`config.mk`:
```
export PLATFORM = sky130hd
export DESIGN_NAME = reg_wr_arbiter
export DESIGN_NICKNAME = d
export VERILOG_FILES = /design/src/rtl/reg_wr_arbiter.sv
export SDC_FILE = /design/constraint.sdc
export NUM_CORES = 1
export LEC_CHECK = 0
export CAP_MARGIN = 20
export CORE_MARGIN = 3
export CORE_UTILIZATION = 49
export DETAILED_ROUTE_END_ITERATION = 10
export GPL_TIMING_DRIVEN = 0
export PLACE_DENSITY_LB_ADDON = 0.12
export SYNTH_ARGS = -nofsm -noshare
export SYNTH_HDL_FRONTEND = slang
export SYNTH_SLANG_ARGS = --single-unit
```
`constraint.sdc`:
```
create_clock -name clk -period 2.07 [get_ports clk]
set_input_delay 0.414 -clock clk [delete_from_list [all_inputs] [get_ports clk]]
set_output_delay 0.414 -clock clk [all_outputs]
set_load 0.005 [all_outputs]
```
`src/rtl/reg_wr_arbiter.sv`:
```
// reg_wr_arbiter: round-robin arbiter funnelling NPORT statistics writers onto one register-table write port.
// Optional feature macro ARB_ACK_TIMEOUT_EN aborts a transfer after TIMEOUT_CYCLES busy cycles without reg_ack.
module reg_wr_arbiter #(
    parameter int unsigned NPORT          = 4,
    parameter int unsigned TIMEOUT_CYCLES = 255,
    parameter int unsigned DELAY          = 2
) (
    input  logic                clk,
    input  logic                rst_n,
    input  logic [NPORT-1:0]    req,
    input  logic [NPORT*7-1:0]  req_addr,
    input  logic [NPORT*16-1:0] req_din,
    output logic [NPORT-1:0]    ack,
    output logic [8:0]          reg_addr,
    output logic [15:0]         reg_din,
    output logic                reg_req,
    input  logic                reg_ack,
    output logic                timeout_pulse,
    output logic [7:0]          timeout_cnt
);
    localparam int unsigned AW = 7;
    localparam int unsigned DW = 16;
    localparam int unsigned IW = 2;

    // Elaboration-time parameter sanity check; DELAY only models update delay and has no hardware.
    if (NPORT < 2 || NPORT > 4 || TIMEOUT_CYCLES > 255 || DELAY > 255) begin : g_param_check
        $error("reg_wr_arbiter: parameter out of range");
    end

    typedef enum logic [1:0] {
        S_IDLE    = 2'd0,
        S_BUSY    = 2'd1,
        S_RELEASE = 2'd2
    } state_t;

    state_t          r_state;
    state_t          w_state_nxt;
    logic [IW-1:0]   r_rr_ptr;
    logic [IW-1:0]   r_win;
    logic            r_reg_req;
    logic [8:0]      r_reg_addr;
    logic [DW-1:0]   r_reg_din;
    logic [NPORT-1:0] r_ack;

    logic [IW-1:0]   w_rr_nxt;
    logic [IW-1:0]   w_win_nxt;
    logic            w_reg_req_nxt;
    logic [8:0]      w_reg_addr_nxt;
    logic [DW-1:0]   w_reg_din_nxt;
    logic [NPORT-1:0] w_ack_nxt;

    logic            w_found;
    logic [IW-1:0]   w_grant;
    logic [AW-1:0]   w_grant_addr;
    logic [DW-1:0]   w_grant_din;
    logic            w_win_req;
    logic [NPORT-1:0] w_win_onehot;
    logic            w_tmo;
    logic            w_done;

    // Round-robin search: first pending requester at or above r_rr_ptr, wrapping modulo NPORT.
    always_comb begin
        w_found      = 1'b0;
        w_grant      = '0;
        w_grant_addr = '0;
        w_grant_din  = '0;
        for (int unsigned off = 0; off < NPORT; off++) begin
            for (int unsigned i = 0; i < NPORT; i++) begin
                if (!w_found && req[i] && (((32'(r_rr_ptr) + 32'(off)) % NPORT) == 32'(i))) begin
                    w_found      = 1'b1;
                    w_grant      = IW'(i);
                    w_grant_addr = req_addr[i*AW +: AW];
                    w_grant_din  = req_din[i*DW +: DW];
                end
            end
        end
    end

    always_comb begin
        w_win_req    = 1'b0;
        w_win_onehot = '0;
        for (int unsigned i = 0; i < NPORT; i++) begin
            if (IW'(i) == r_win) begin
                w_win_req       = req[i];
                w_win_onehot[i] = 1'b1;
            end
        end
    end

    assign w_done = (r_state == S_BUSY) && (reg_ack || w_tmo);

`ifdef ARB_ACK_TIMEOUT_EN
    logic [7:0] r_wait;
    logic       r_tpulse;
    logic [7:0] r_tcnt;

    // A reg_ack on the limit cycle wins over the timeout.
    assign w_tmo = (r_state == S_BUSY) && !reg_ack &&
                   ((9'(r_wait) + 9'd1) >= 9'(TIMEOUT_CYCLES));

    always_ff @(posedge clk or negedge rst_n) begin
        if (!rst_n) begin
            r_wait   <= '0;
            r_tpulse <= 1'b0;
            r_tcnt   <= '0;
        end else begin
            r_tpulse <= w_tmo;
            if (r_state == S_IDLE && w_found) begin
                r_wait <= '0;
            end else if (r_state == S_BUSY && !reg_ack) begin
                r_wait <= r_wait + 8'd1;
            end
            if (w_tmo && r_tcnt != 8'hFF) begin
                r_tcnt <= r_tcnt + 8'd1;
            end
        end
    end

    assign timeout_pulse = r_tpulse;
    assign timeout_cnt   = r_tcnt;
`else
    assign w_tmo         = 1'b0;
    assign timeout_pulse = 1'b0;
    assign timeout_cnt   = 8'd0;
`endif

    // State register plus registered outputs.
    always_ff @(posedge clk or negedge rst_n) begin
        if (!rst_n) begin
            r_state    <= S_IDLE;
            r_rr_ptr   <= '0;
            r_win      <= '0;
            r_reg_req  <= 1'b0;
            r_reg_addr <= '0;
            r_reg_din  <= '0;
            r_ack      <= '0;
        end else begin
            r_state    <= w_state_nxt;
            r_rr_ptr   <= w_rr_nxt;
            r_win      <= w_win_nxt;
            r_reg_req  <= w_reg_req_nxt;
            r_reg_addr <= w_reg_addr_nxt;
            r_reg_din  <= w_reg_din_nxt;
            r_ack      <= w_ack_nxt;
        end
    end

    always_comb begin
        w_state_nxt = r_state;
        case (r_state)
            S_IDLE:    if (w_found)    w_state_nxt = S_BUSY;
            S_BUSY:    if (w_done)     w_state_nxt = S_RELEASE;
            S_RELEASE: if (!w_win_req) w_state_nxt = S_IDLE;
            default:                   w_state_nxt = S_IDLE;
        endcase
    end

    always_comb begin
        w_rr_nxt       = r_rr_ptr;
        w_win_nxt      = r_win;
        w_reg_req_nxt  = r_reg_req;
        w_reg_addr_nxt = r_reg_addr;
        w_reg_din_nxt  = r_reg_din;
        w_ack_nxt      = '0;
        case (r_state)
            S_IDLE: begin
                if (w_found) begin
                    w_win_nxt      = w_grant;
                    w_rr_nxt       = (w_grant == IW'(NPORT - 1)) ? '0 : w_grant + IW'(1);
                    w_reg_req_nxt  = 1'b1;
                    w_reg_addr_nxt = {w_grant, w_grant_addr};
                    w_reg_din_nxt  = w_grant_din;
                end
            end
            S_BUSY: begin
                if (w_done) begin
                    w_reg_req_nxt = 1'b0;
                    w_ack_nxt     = w_win_onehot;
                end
            end
            default: begin
            end
        endcase
    end

    assign ack      = r_ack;
    assign reg_addr = r_reg_addr;
    assign reg_din  = r_reg_din;
    assign reg_req  = r_reg_req;

endmodule
```
==> results.json, run 1 <==
{
  "max_slew_margin_pct": 42.3,
  "clock_skew_ns": 0.0116,
  "cp.arrival_ns": 2.30,
  "postCtsHoldBufs": 0,
  "die_y_microns": 102,
  "die_w_microns": 102,
  "cap_viol_max_count": 0,
  "synthCells": 589,
  "tritoncts": "yes",
  "cp_num_buf_inv": 1,
  "hold_viol_final": 0,
  "netlist.area_leader.share_pct": 18.9,
  "dieArea_sq_um": 10400,
  "violations": "setup timing",
  "wl_per_cell_microns": 26.1,
  "place_area_sq_um": 5920,
  "finalSetupTns_ns": -0.140,
  "worstPathCellList": "buf_6 -> nor3_4 -> nand3_2 -> nand2_2 -> nor4b_2 -> a221oi_1 -> nand2_1",
  "ys_ff_latch": 34,
  "cts_made_buffers": 5,
  "io_pins": 138,
  "tightest_slew_ns": 0.866,
  "grtUsageTotal_pct": 41.6,
  "worst_setup_path_start_kind": "register",
  "crit_path_top_delay_cell": "dfrtp_2",
  "yosysWarnings": 0,
  "hpwlAfterDp_microns": 15300,
  "avgSynthCellArea_sq_um": 7.64,
  "path_delay_family": "simple AND/OR/NAND/NOR gates",
  "path_max_fanout": 10,
  "dp_cells": 831,
  "viasPerCell": 7.62,
  "mostFrequentLayoutCells": "123 x clkdlybuf4s50_1, 48 x buf_4, 47 x nand2_1, 40 x a21oi_1, 40 x nor2_1",
  "clock_latency_ns": 0.30,
  "rsz0062_at_grt": "true",
  "clock.fmax_mhz": 473,
  "final_common_cell": "clkdlybuf4s50_1",
  "remaining_drc_errors": 0,
  "hold_class": "input pin to async pin",
  "p_leak_nw": 2.60,
  "synth_top_area_cell": "dfrtp_1",
  "rrSetupSlack_ns": -0.04,
  "diodes": 0,
  "wirelength_microns": 22400,
  "endpoint_kind": "register",
  "ys_dominant_reg_cell": "dfrtp_1",
  "rr_worst_depth": 7,
  "status": "finished, violations left",
  "synth-edff-count": 0,
  "cpPeakStageDelay_ns": 0.46,
  "setup_ws_ns": -0.0438,
  "initial_core_util_pct": 51.1,
  "setup_viol": 6,
  "period_share_pct": 102,
  "core_sq_um": 8810,
  "ir_drop_uv": 581,
  "routabilityCongestion": 1.04,
  "fillCellCount": 694,
  "drt_iter0_drc": 1126,
  "firstDrtPassIters": 6,
  "portBuffers": 126,
  "synth_cell_types": 70,
  "final_antenna_net_count": 0,
  "crit_required_ns": 2.25,
  "drive_gt1_share_pct": 23.3,
  "final_cell_count_no_fill": 859,
  "grt-ovfl-total": 0,
  "syn_to_final_growth_pct": 46.4,
  "grt_pass1_wl_microns": 33500,
  "cts_max_level": 2,
  "min_period_ns": 2.11,
  "vias": 6544,
  "drv_slew": 0,
  "clk_pin_slew_ns": 0.08,
  "power_density_nw_per_um2": 1080,
  "clock-sinks": 34,
  "grt_max_degree": 35,
  "fp-row-count": 34,
  "synth_area_sq_um": 4500,
  "layout.nets": 851,
  "antenna_found_initial": 0,
  "final_area_sq_um": 6590,
  "grt_pass1_vias": 6307,
  "hold_ws_ns": 0.225,
  "synthTopCellsByArea": "dfrtp_1 19%, a22oi_1 6.0%, a221oi_1 5.5%",
  "clockBufferDepth": 2,
  "cp_num_cells": 7,
  "ys_seq_area_share_pct": 18.9,
  "async_reset_ff_share_pct": 100,
  "critPathKind": "register to register",
  "cts-root-buf": "clkbuf_8"
}
power by group:
part / switching, mW / internal [mW] / total (mW)
combinational: 2.91 / 2.46 / 5.37
clock: 0.270 / 0.257 / 0.527
sequential: 0.247 / 0.994 / 1.24
final timing paths:
path / to / start
min in group clk: reg_req$_DFFE_PN0P_ / reg_req$_DFFE_PN0P_
setup / recovery: reg_din[2]$_DFFE_PN0P_ / r_rr_ptr[1]$_DFFE_PN0P_
setup reg to reg: reg_din[2]$_DFFE_PN0P_ / r_rr_ptr[1]$_DFFE_PN0P_
hold reg to reg: reg_req$_DFFE_PN0P_ / reg_req$_DFFE_PN0P_
hold / removal: r_state[0]$_DFFE_PN0P_ / rst_n
max in group asynchronous: r_rr_ptr[1]$_DFFE_PN0P_ / rst_n
cell usage after synthesis (7+ instances only):
| library cell | count |
|---|---|
| nor3_1 | 27 |
| clkbuf_1 | 11 |
| buf_4 | 15 |
| o221ai_1 | 17 |
| o22a_1 | 12 |
| buf_6 | 8 |
| a221oi_2 | 10 |
| a22o_1 | 17 |
| a211oi_1 | 17 |
| nor2_1 | 42 |
| and2_1 | 10 |
| buf_2 | 30 |
| o22ai_1 | 32 |
| a221oi_1 | 28 |
| and3_1 | 7 |
| a21oi_1 | 42 |
| nand2_1 | 55 |
| nand3_1 | 9 |
| dfrtp_1 | 34 |
| o21ai_0 | 22 |
| a22oi_1 | 36 |
final cells by class:
class | count | area [sq um] | share of cell area [%]
multi-input cells | 492 | 3540 | 53.7
repair buffers | 150 | 1460 | 22.1
flip-flops and latches | 34 | 853 | 13.0
plain buffers | 64 | 498 | 7.56
well taps | 108 | 135 | 2.05
clock buffers | 6 | 82.6 | 1.25
inverters | 5 | 22.5 | 0.342
logic make-up (layout without fill, tap and decap cells):
kind of cell	after synthesis	after routing	share of synthesized area, %
compound gates	279	279	46.5
xor+xnor	1	1	0.195
buf+inv	71	225	9.34
flops	34	34	18.9
mux	2	2	1.00
other cells	1	9	0.0833
simple gates	201	201	24.0
routing by layer:
layer	track usage, %	vias to the layer above	share of wire (%)	routed length (microns)
met4	24.2	0	5.9	1310
met2	63.2	736	43	9750
met1	53.6	2944	36	8060
li1	-	2689	-	-
met5	0	-	0	0
met3	10.3	175	15	3320
what timing repair did:
| action | 4_1_cts | 5_1_grt |
|---|---|---|
| gates cloned | 0 | 1 |
| endpoints found under the setup margin | 28 | 24 |
| pin swaps | 5 | 14 |
| buffers inserted | 9 | 14 |
| gates resized for setup | 63 | 69 |
sequential cells by signal, summed over array words and instances, names as in the netlist:
register	cells
reg_din	16
r_state	2
reg_req	1
r_win	2
reg_addr	7
ack	4
r_rr_ptr	2
metrics by stage:
stage	setup slack (ns)	total power, mW	util (%)
detailed placement	-0.819	5.81	67.2
finish	-0.0438	7.14	74.8
global placement	-0.876	5.72	67.3
CTS	-0.00874	6.60	71.1
global route	-0.104	7.49	74.8
floorplan	0.0702	4.06	-
No activity file was read; power rests on OpenSTA's default activity.
==> inputs of run 2 (changes only) <==
Settings changed: CAP_MARGIN 20 to unset.
==> results of run 2 <==
No change in the layout: final DEF, timing and power equal those of run 1.
==> inputs of run 3 (changes only) <==
Settings changed: CORE_ASPECT_RATIO set to 0.5, SETUP_SLACK_MARGIN set to 0.02.
==> results.json, run 3 (synthesized netlist as in run 1, its figures left out) <==
{
  "status": "finished, violations left",
  "violations": "setup timing",
  "post-route-util_pct": 75.5,
  "tritoncts": "yes",
  "antenna_found_initial": 0,
  "clock_skew_ns": 0.0101,
  "cap_viol_max_count": 0,
  "crit_required_ns": 2.25,
  "grt-ovfl-total": 0,
  "rr_worst_depth": 8,
  "cp.arrival_ns": 2.32,
  "power_mw": 7.59,
  "cp_num_cells": 8,
  "viasPerCell": 7.67,
  "firstDrtPassIters": 7,
  "io_pins": 138,
  "rrSetupSlack_ns": -0.07,
  "worstPathCellList": "buf_8 -> and2_1 -> buf_4 -> a221oi_1 -> a21oi_1 -> a2111oi_0 -> or4_1 -> a21oi_2",
  "drive_gt1_share_pct": 23.1,
  "clk_pin_slew_ns": 0.06,
  "clock.fmax_mhz": 468,
  "cp_num_buf_inv": 2,
  "portBuffers": 126,
  "clock-sinks": 34,
  "cpPeakStageDelay_ns": 0.44,
  "wl_per_cell_microns": 26.1,
  "cts-root-buf": "clkbuf_16",
  "place_area_sq_um": 5930,
  "worst_setup_path_start_kind": "register",
  "grt_max_degree": 35,
  "rsz0062_at_grt": "true",
  "core_sq_um": 8830,
  "hold_ws_ns": 0.243,
  "path_max_fanout": 10,
  "hpwlAfterDp_microns": 15100,
  "finalSetupTns_ns": -0.0679,
  "path_delay_family": "compound AO/OA/AOI/OAI gates",
  "clockBufferDepth": 2,
  "diodes": 0,
  "endpoint_kind": "register",
  "min_period_ns": 2.14,
  "period_share_pct": 103,
  "drt_iter0_drc": 1317,
  "hold_class": "input pin to async pin",
  "hold_viol_final": 0,
  "dp_slack_ns": -0.860,
  "setup_ws_ns": -0.0660,
  "die_w_microns": 142,
  "drv_slew": 0,
  "initial_core_util_pct": 51.0,
  "fillCellCount": 686,
  "setup_viol": 2,
  "dp_cells": 840,
  "cts_made_buffers": 5,
  "routabilityCongestion": 1.07,
  "dieArea_sq_um": 10400,
  "layout.nets": 847,
  "die_y_microns": 73.8,
  "clock_latency_ns": 0.30,
  "crit_path_top_delay_cell": "dfrtp_2",
  "grt_pass1_vias": 6039,
  "max_slew_margin_pct": 39.3,
  "tightest_slew_ns": 0.910,
  "p_leak_nw": 2.62,
  "final_antenna_net_count": 0,
  "fp-row-count": 24,
  "mostFrequentLayoutCells": "123 x clkdlybuf4s50_1, 47 x nand2_1, 40 x buf_4, 40 x a21oi_1, 40 x nor2_1",
  "syn_to_final_growth_pct": 48.2,
  "vias": 6643,
  "ir_drop_uv": 782,
  "wirelength_microns": 22600,
  "grtUsageTotal_pct": 40.6,
  "critPathKind": "register to register",
  "power_density_nw_per_um2": 1140,
  "cts_max_level": 2,
  "largest_reg_flops": 16,
  "grt_pass1_wl_microns": 32900,
  "reg2reg_from": "r_rr_ptr[0]$_DFFE_PN0P_",
  "r2r-end": "reg_din[5]$_DFFE_PN0P_",
  "remaining_drc_errors": 0,
  "final_cell_count_no_fill": 866,
  "postCtsHoldBufs": 0,
  "final_area_sq_um": 6670,
  "final_common_cell": "clkdlybuf4s50_1"
}
==> run 3: area by class of cell <==
class	count	area [sq um]	area share, %
inverter	5	22.5	0.338
tap	117	146	2.20
sequential	34	855	12.8
clock buffer	8	166	2.50
multi-input combinational	493	3530	53.0
timing repair buffer	145	1420	21.3
buffer	64	524	7.86
==> run 3: timing repair <==
action,in CTS,in global routing
gates cloned,0,2
setup buffers,11,7
gates resized for setup,59,87
pin swaps,6,8
setup endpoints to repair,28,27
==> run 3: report_power, final <==
part           internal, mW  leakage [nW]  switching, mW
combinational          2.49          2.14           2.96
clock                 0.547        0.0832          0.344
sequential            0.998         0.400          0.262
total                  4.03          2.62           3.56
==> run 3: worst reg2reg max path, cell delays in order (launching register included) <==
cell	delay [ns]
dfrtp_2	0.44
buf_8	0.16
and2_1	0.13
buf_4	0.18
a221oi_1	0.31
a21oi_1	0.06
a2111oi_0	0.43
or4_1	0.24
a21oi_2	0.06
==> run 3: worst max-delay path by stage <==
| stage | end | startpoint |
|---|---|---|
| after detailed placement | reg_din[7]$_DFFE_PN0P_ | req[2] |
| after global routing | reg_din[5]$_DFFE_PN0P_ | r_rr_ptr[0]$_DFFE_PN0P_ |
| after global placement | reg_din[1]$_DFFE_PN0P_ | req[2] |
| after CTS | reg_din[3]$_DFFE_PN0P_ | r_rr_ptr[1]$_DFFE_PN0P_ |
| final | reg_din[5]$_DFFE_PN0P_ | r_rr_ptr[0]$_DFFE_PN0P_ |
| after floorplan | reg_din[13]$_DFFE_PN0P_ | req[0] |
==> run 3: layer usage <==
layer	wire length (microns)	global-route usage (%)	part of all wire, %	vias to the layer above
li1	-	-	-	2679
met5	0	0	0	-
met2	8920	58.4	39	761
met3	3910	14.1	17	194
met1	8430	54.5	37	3009
met4	1370	18.9	6.1	0
